$ cat src/rtl/regfile_write_arbiter.sv
// regfile_write_arbiter: two-requester register-file write arbiter, each requester with a
// one-entry holding buffer and a registered write port to the register file.
//
// Parameters:
//   DATA_WIDTH    register data width
//   ADDR_WIDTH    register address width (2**ADDR_WIDTH registers)
//
// Ports:
//   CLK           clock, all state updates on posedge
//   RST           synchronous active-high reset
//   Req0_Valid    requester 0 (ALU writeback) offers a write
//   Req0_Address  requester 0 target register
//   Req0_Data     requester 0 write data
//   Req0_Ready    requester 0 offer is accepted this edge if Req0_Valid is high
//   Req1_Valid    requester 1 (load path) offers a write
//   Req1_Address  requester 1 target register
//   Req1_Data     requester 1 write data
//   Req1_Ready    requester 1 offer is accepted this edge if Req1_Valid is high
//   WriteEN       registered register-file write enable
//   Write_Address registered register-file write address
//   Write_Data    registered register-file write data
//   Busy          per-register mask of pending writes (buffered or on the write port)
//   Grant         index of the requester granted most recently
//
// Configuration macro:
//   REGFILE_WRARB_ROUND_ROBIN_EN  when defined, contested cycles alternate between the two
//                                 requesters; otherwise requester 0 always wins.
module regfile_write_arbiter #(
    parameter int DATA_WIDTH = 8,
    parameter int ADDR_WIDTH = 3
) (
    input  logic                       CLK,
    input  logic                       RST,
    input  logic                       Req0_Valid,
    input  logic [ADDR_WIDTH-1:0]      Req0_Address,
    input  logic [DATA_WIDTH-1:0]      Req0_Data,
    output logic                       Req0_Ready,
    input  logic                       Req1_Valid,
    input  logic [ADDR_WIDTH-1:0]      Req1_Address,
    input  logic [DATA_WIDTH-1:0]      Req1_Data,
    output logic                       Req1_Ready,
    output logic                       WriteEN,
    output logic [ADDR_WIDTH-1:0]      Write_Address,
    output logic [DATA_WIDTH-1:0]      Write_Data,
    output logic [2**ADDR_WIDTH-1:0]   Busy,
    output logic                       Grant
);

    localparam int NUM_REGS = 2**ADDR_WIDTH;

    // Holding buffers
    logic                  buf0_valid;
    logic [ADDR_WIDTH-1:0] buf0_addr;
    logic [DATA_WIDTH-1:0] buf0_data;
    logic                  buf1_valid;
    logic [ADDR_WIDTH-1:0] buf1_addr;
    logic [DATA_WIDTH-1:0] buf1_data;

    // Registered write port
    logic                  wr_en_q;
    logic [ADDR_WIDTH-1:0] wr_addr_q;
    logic [DATA_WIDTH-1:0] wr_data_q;
    logic                  grant_q;

    // Arbitration and handshake
    logic win0;
    logic win1;
    logic take0;
    logic take1;

    // Winner is a function of registered state only, so Ready never
    // depends on the requester's own Valid.
    always_comb begin
        win0 = 1'b0;
        win1 = 1'b0;
        unique case ({buf0_valid, buf1_valid})
            2'b10: win0 = 1'b1;
            2'b01: win1 = 1'b1;
            2'b11: begin
`ifdef REGFILE_WRARB_ROUND_ROBIN_EN
                // Serve whichever requester was not granted last time.
                if (grant_q) begin
                    win0 = 1'b1;
                end else begin
                    win1 = 1'b1;
                end
`else
                win0 = 1'b1;
`endif
            end
            default: ;
        endcase
    end

    // A full buffer can still accept when it is draining this edge,
    // which gives a lone requester one transfer per cycle.
    assign Req0_Ready = (~buf0_valid | win0) & ~RST;
    assign Req1_Ready = (~buf1_valid | win1) & ~RST;

    assign take0 = Req0_Valid & Req0_Ready;
    assign take1 = Req1_Valid & Req1_Ready;

    // Requester 0 holding buffer
    always_ff @(posedge CLK) begin
        if (RST) begin
            buf0_valid <= 1'b0;
            buf0_addr  <= '0;
            buf0_data  <= '0;
        end else if (take0) begin
            buf0_valid <= 1'b1;
            buf0_addr  <= Req0_Address;
            buf0_data  <= Req0_Data;
        end else if (win0) begin
            buf0_valid <= 1'b0;
        end
    end

    // Requester 1 holding buffer
    always_ff @(posedge CLK) begin
        if (RST) begin
            buf1_valid <= 1'b0;
            buf1_addr  <= '0;
            buf1_data  <= '0;
        end else if (take1) begin
            buf1_valid <= 1'b1;
            buf1_addr  <= Req1_Address;
            buf1_data  <= Req1_Data;
        end else if (win1) begin
            buf1_valid <= 1'b0;
        end
    end

    // Write port: address/data/grant only move on a grant.
    // Grant resets to 1 so the first contested cycle goes to requester 0.
    always_ff @(posedge CLK) begin
        if (RST) begin
            wr_en_q   <= 1'b0;
            wr_addr_q <= '0;
            wr_data_q <= '0;
            grant_q   <= 1'b1;
        end else if (win0) begin
            wr_en_q   <= 1'b1;
            wr_addr_q <= buf0_addr;
            wr_data_q <= buf0_data;
            grant_q   <= 1'b0;
        end else if (win1) begin
            wr_en_q   <= 1'b1;
            wr_addr_q <= buf1_addr;
            wr_data_q <= buf1_data;
            grant_q   <= 1'b1;
        end else begin
            wr_en_q   <= 1'b0;
        end
    end

    // Pending-write mask: both buffers plus the write port in flight.
    always_comb begin
        Busy = '0;
        if (buf0_valid) begin
            Busy = Busy | (NUM_REGS'(1) << buf0_addr);
        end
        if (buf1_valid) begin
            Busy = Busy | (NUM_REGS'(1) << buf1_addr);
        end
        if (wr_en_q) begin
            Busy = Busy | (NUM_REGS'(1) << wr_addr_q);
        end
    end

    assign WriteEN       = wr_en_q;
    assign Write_Address = wr_addr_q;
    assign Write_Data    = wr_data_q;
    assign Grant         = grant_q;

endmodule

$ cat config.mk
export PLATFORM = sky130hd
export DESIGN_NAME = regfile_write_arbiter
export DESIGN_NICKNAME = d
export VERILOG_FILES = /design/src/rtl/regfile_write_arbiter.sv
export SDC_FILE = /design/constraint.sdc
export NUM_CORES = 1
export LEC_CHECK = 0
export CAP_MARGIN = 0
export CORE_UTILIZATION = 48
export DETAILED_ROUTE_END_ITERATION = 16
export HOLD_SLACK_MARGIN = 0.03
export PLACE_DENSITY = 0.81
export SYNTH_ARGS = -nofsm -noshare
export SYNTH_HDL_FRONTEND = slang
export SYNTH_SLANG_ARGS = --single-unit
$ cat constraint.sdc
create_clock -name CLK -period 2.3 [get_ports CLK]
set_input_delay 0.46 -clock CLK [delete_from_list [all_inputs] [get_ports CLK]]
set_output_delay 0.46 -clock CLK [all_outputs]
set_load 0.03 [all_outputs]
==> parameters.txt <==
Parameter                              Value

Die
  Die extent in y    61.52 µm
  Num ports    49
  Total die area    0.003785 mm²
  Die Span X    61.52 µm
  Initial Util    0.5056
  Placeable core region    0.003363 mm²
  Number of rows created at floorplan    21

Logic synthesis
  Synth cell count leaders    37 x dfxtp_1, 28 x nor2_1, 21 x mux2i_1, 20 x nor2b_1, 14 x nand3_1
  Ys async rst share    0
  Cells taking the most area after synthesis    dfxtp_1 44%, mux2i_1 12%, mux2_4 8.8%
  Synth area leader    dfxtp_1
  Post-synth top area share    0.4356
  Synthesized-area fraction occupied by ao, oa, aoi and oai cells    0.08389
  Gate count of the mapped netlist    176
  Combinational family with the most area after synthesis    multiplexers
  Proportion of synthesized chip area in sequential cells    0.4356
  Share of synthesized cell area in full adder, half adder and majority cells    0
  Leading cell type by number of instances after synthesis    dfxtp_1
  Synth Area per Inst    9.661 µm²
  Post-Synth XOR/XNOR Area    0
  Post-synthesis instance area    0.001700 mm²
  Multiplexer share of the synthesized area    0.2185
  Number of enable-type register cells in the synthesized netlist    0
  Number of warnings printed during yosys synthesis    0
  Count of cell types in the netlist    24
  Most used DFF post-synth    dfxtp_1
  Post-synthesis simple-gate area fraction    0.2171
  Number of storage elements in the synthesis netlist    37
  Mapped Nets    202

Worst setup path
  Crit path cell chain    buf_4, nand4_1, nand3_1, clkdlybuf4s50_1
  Kind of end point of the critical path    primary output
  Worst EP required    1840 ps
  Startpoint type of the worst setup path    register
  Setup CP Type    register to primary output
  Worst path top cell family by delay    buffers and inverters
  Launch point of the critical path    buf0_valid
  Standard cell with the maximum stage delay on the critical path    clkdlybuf4s50_1
  Worst R2R Start    buf1_valid
  R2R Path End    buf1_data[0]
  Arrival time reported for the critical path endpoint    1740 ps
  R2R Setup Slk    660 ps
  Bufs and invs on worst path    2
  Critical Path Fanout Max    9
  Slowest stage delay, CP    670 ps
  FF-to-FF path depth    4

Global routing
  Met3 Track Usage GR    0.06092
  Global route total overflow    0
  Met2 capacity usage during global routing    0.3518
  Number of antenna violations at the first check in global routing    0
  Number of global-route vias before repair    1287
  Global routing usage summed across all routing layers    0.2153
  Global-route wire length before repair    5.851 mm
  Maximum number of pins on one net before global-route repair    38
  Most Crowded Layer GR    met2
  Met1 layer usage reported by global route    0.2614

Route
  Detail-routed via count per cell    5.278
  Via total after detailed routing    1425
  DRC    0
  Iter 0 DRT Violations    146
  Routed Antenna Nets    0
  Sum of routed wire length over all layers    3.691 mm
  Average detailed-routed wire length per instance    13.67 µm
  DR pass1 iterations    4

Timing
  Setup Total Neg Slack    0 ps
  Post-route fraction of the period consumed by the critical path    0.9565
  Final hold viol count    0
  Max Clock Skew    9.967 ps
  Highest clock rate    454.6 MHz
  Headroom to the max-slew limit    0.5887
  Min Clock Period, post-route    2200 ps
  Slew at the pin closest to its max-slew limit    615.0 ps
  Final setup violating endpoints    0
  Count of final max-slew check failures    0
  Setup repair after global routing missed its margin    no

Finish
  Layout filler cell count    290
  Layout Nets    250
  Number of antenna repair diodes    0
  Fraction of the core area covered by cells at the end of the flow    0.6652
  Synthesis-to-layout area growth    31.57%
  Area taken by flip-flops and latches    740.7 µm²
  Fraction of layout instances using a drive strength above 1    0.1295
  Area of the multi-input gates    883.3 µm²

Clocking
  Clock sink total    37
  Count of buffers added by post-CTS timing repair for setup    0
  CTS H-Tree Depth    2
  Longest Clk Path Bufs    2
  Root buffer cell    clkbuf_4
  Number of buffers created by CTS    5
  Clk Latency, worst-skew pair    330 ps
  TritonCTS clock tree    yes
  Clock Pin Slew Worst Setup and Hold Paths    90 ps

Worst hold path
  Worst min-delay path category    register to register
  Beginning of the worst hold path    buf0_data[7]
  Worst Hold Depth    2
  Worst min-delay path endpoint    Write_Data[7]

Placement
  Weighted congestion reported at the end of routability-driven placement    0.9361
  Estimated wirelength of the detail-placed design    2.663 mm
  I/O Buffers    48

Power and ir drop
  Worst IR drop on VDD    0.3820 mV
  Pwr/cell area    607.6 mW/mm²
  Static leakage    0.9590 nW

Status
  Result of the run    finished clean

Run
  Max Cap Viol    0
cell usage in the layout (no fill, tap or decap):
| cell | count |
|---|---|
| a22oi_1 | 2 |
| dfxtp_1 | 37 |
| nor2_1 | 28 |
| clkbuf_4 | 5 |
| and2b_1 | 1 |
| nand2b_1 | 1 |
| clkdlybuf4s50_1 | 40 |
| buf_4 | 10 |
| nand4_1 | 3 |
| a21oi_4 | 1 |
| clkbuf_8 | 1 |
| a32oi_1 | 2 |
| nand3_1 | 14 |
| a211oi_1 | 10 |
| nand2_2 | 1 |
| mux2_2 | 1 |
| mux2i_1 | 21 |
| mux2_4 | 10 |
| nor2b_1 | 20 |
| dlygate4sd2_1 | 2 |
| nand2_1 | 8 |
| a21oi_1 | 1 |
| clkbuf_1 | 1 |
| a311oi_1 | 1 |
| inv_1 | 2 |
| o21ai_0 | 1 |
report_power, final:
part	total [mW]	internal (mW)	switching, mW
Sequential	0.726	0.685	0.0407
Clock	0.342	0.144	0.197
Combinational	0.292	0.149	0.143
Total	1.36	0.978	0.381
metrics by stage:
step           cell area (µm²)  hold slack, ps  power [mW]  instances  setup WS, ps
5_1_grt                   2237           541.7       1.425        270         13.33
6_report                  2237           509.3       1.359        270         100.1
3_3_place_gp              2185           485.4       1.021        263         168.6
4_1_cts                   2237           508.6       1.362        270         104.5
3_5_place_dp              2185           494.7       1.031        263         114.4
2_1_floorplan             1700           461.1      0.9125        176         644.6
logic make-up after synthesis:
group | Yosys count
AND/OR/NAND/NOR | 76
buffers and inverters | 13
AO/OA/AOI/OAI | 18
flip-flops | 37
multiplexers | 32
flip-flops by register name, indices dropped and copies added (netlist names):
name / flops
Write_Data: 8
WriteEN: 1
buf1_addr: 3
buf0_addr: 3
Grant: 1
Write_Address: 3
buf1_data: 8
buf0_valid: 1
buf1_valid: 1
buf0_data: 8
worst register-to-register path, cell delays in order, from the launching register on:
cell	delay [ps]
dfxtp_1	450
buf_4	310
a21oi_4	90
nand2_2	310
mux2_2	380
metal layers:
metal | wire, µm | vias up
met2 | 1812 | 59
met4 | 72 | 0
met1 | 1579 | 646
met5 | 0 | -
li1 | - | 708
met3 | 227 | 12
worst max path at each step:
stage          cells past startpoint           end
2_1_floorplan                      3       Busy[3]
3_3_place_gp                       5  buf1_data[0]
3_5_place_dp                       5  buf1_data[0]
4_1_cts                            4       Busy[7]
5_1_grt                            4       Busy[7]
6_report                           4       Busy[7]
repair_timing:
action                     CTS  global route
hold buffers                 0             0
resized for setup            2             0
setup endpoints to repair    2             0
hold endpoints to repair     0             0
cell type report:
cell class	count	share of cell area
flip-flops and latches	37	0.3311
clock buffers	7	0.02461
well taps	46	0.02573
multi-input cells	126	0.3949
inverters	2	0.003356
repair buffers	52	0.2204
Note: power is estimated with default switching activity, not from simulation.
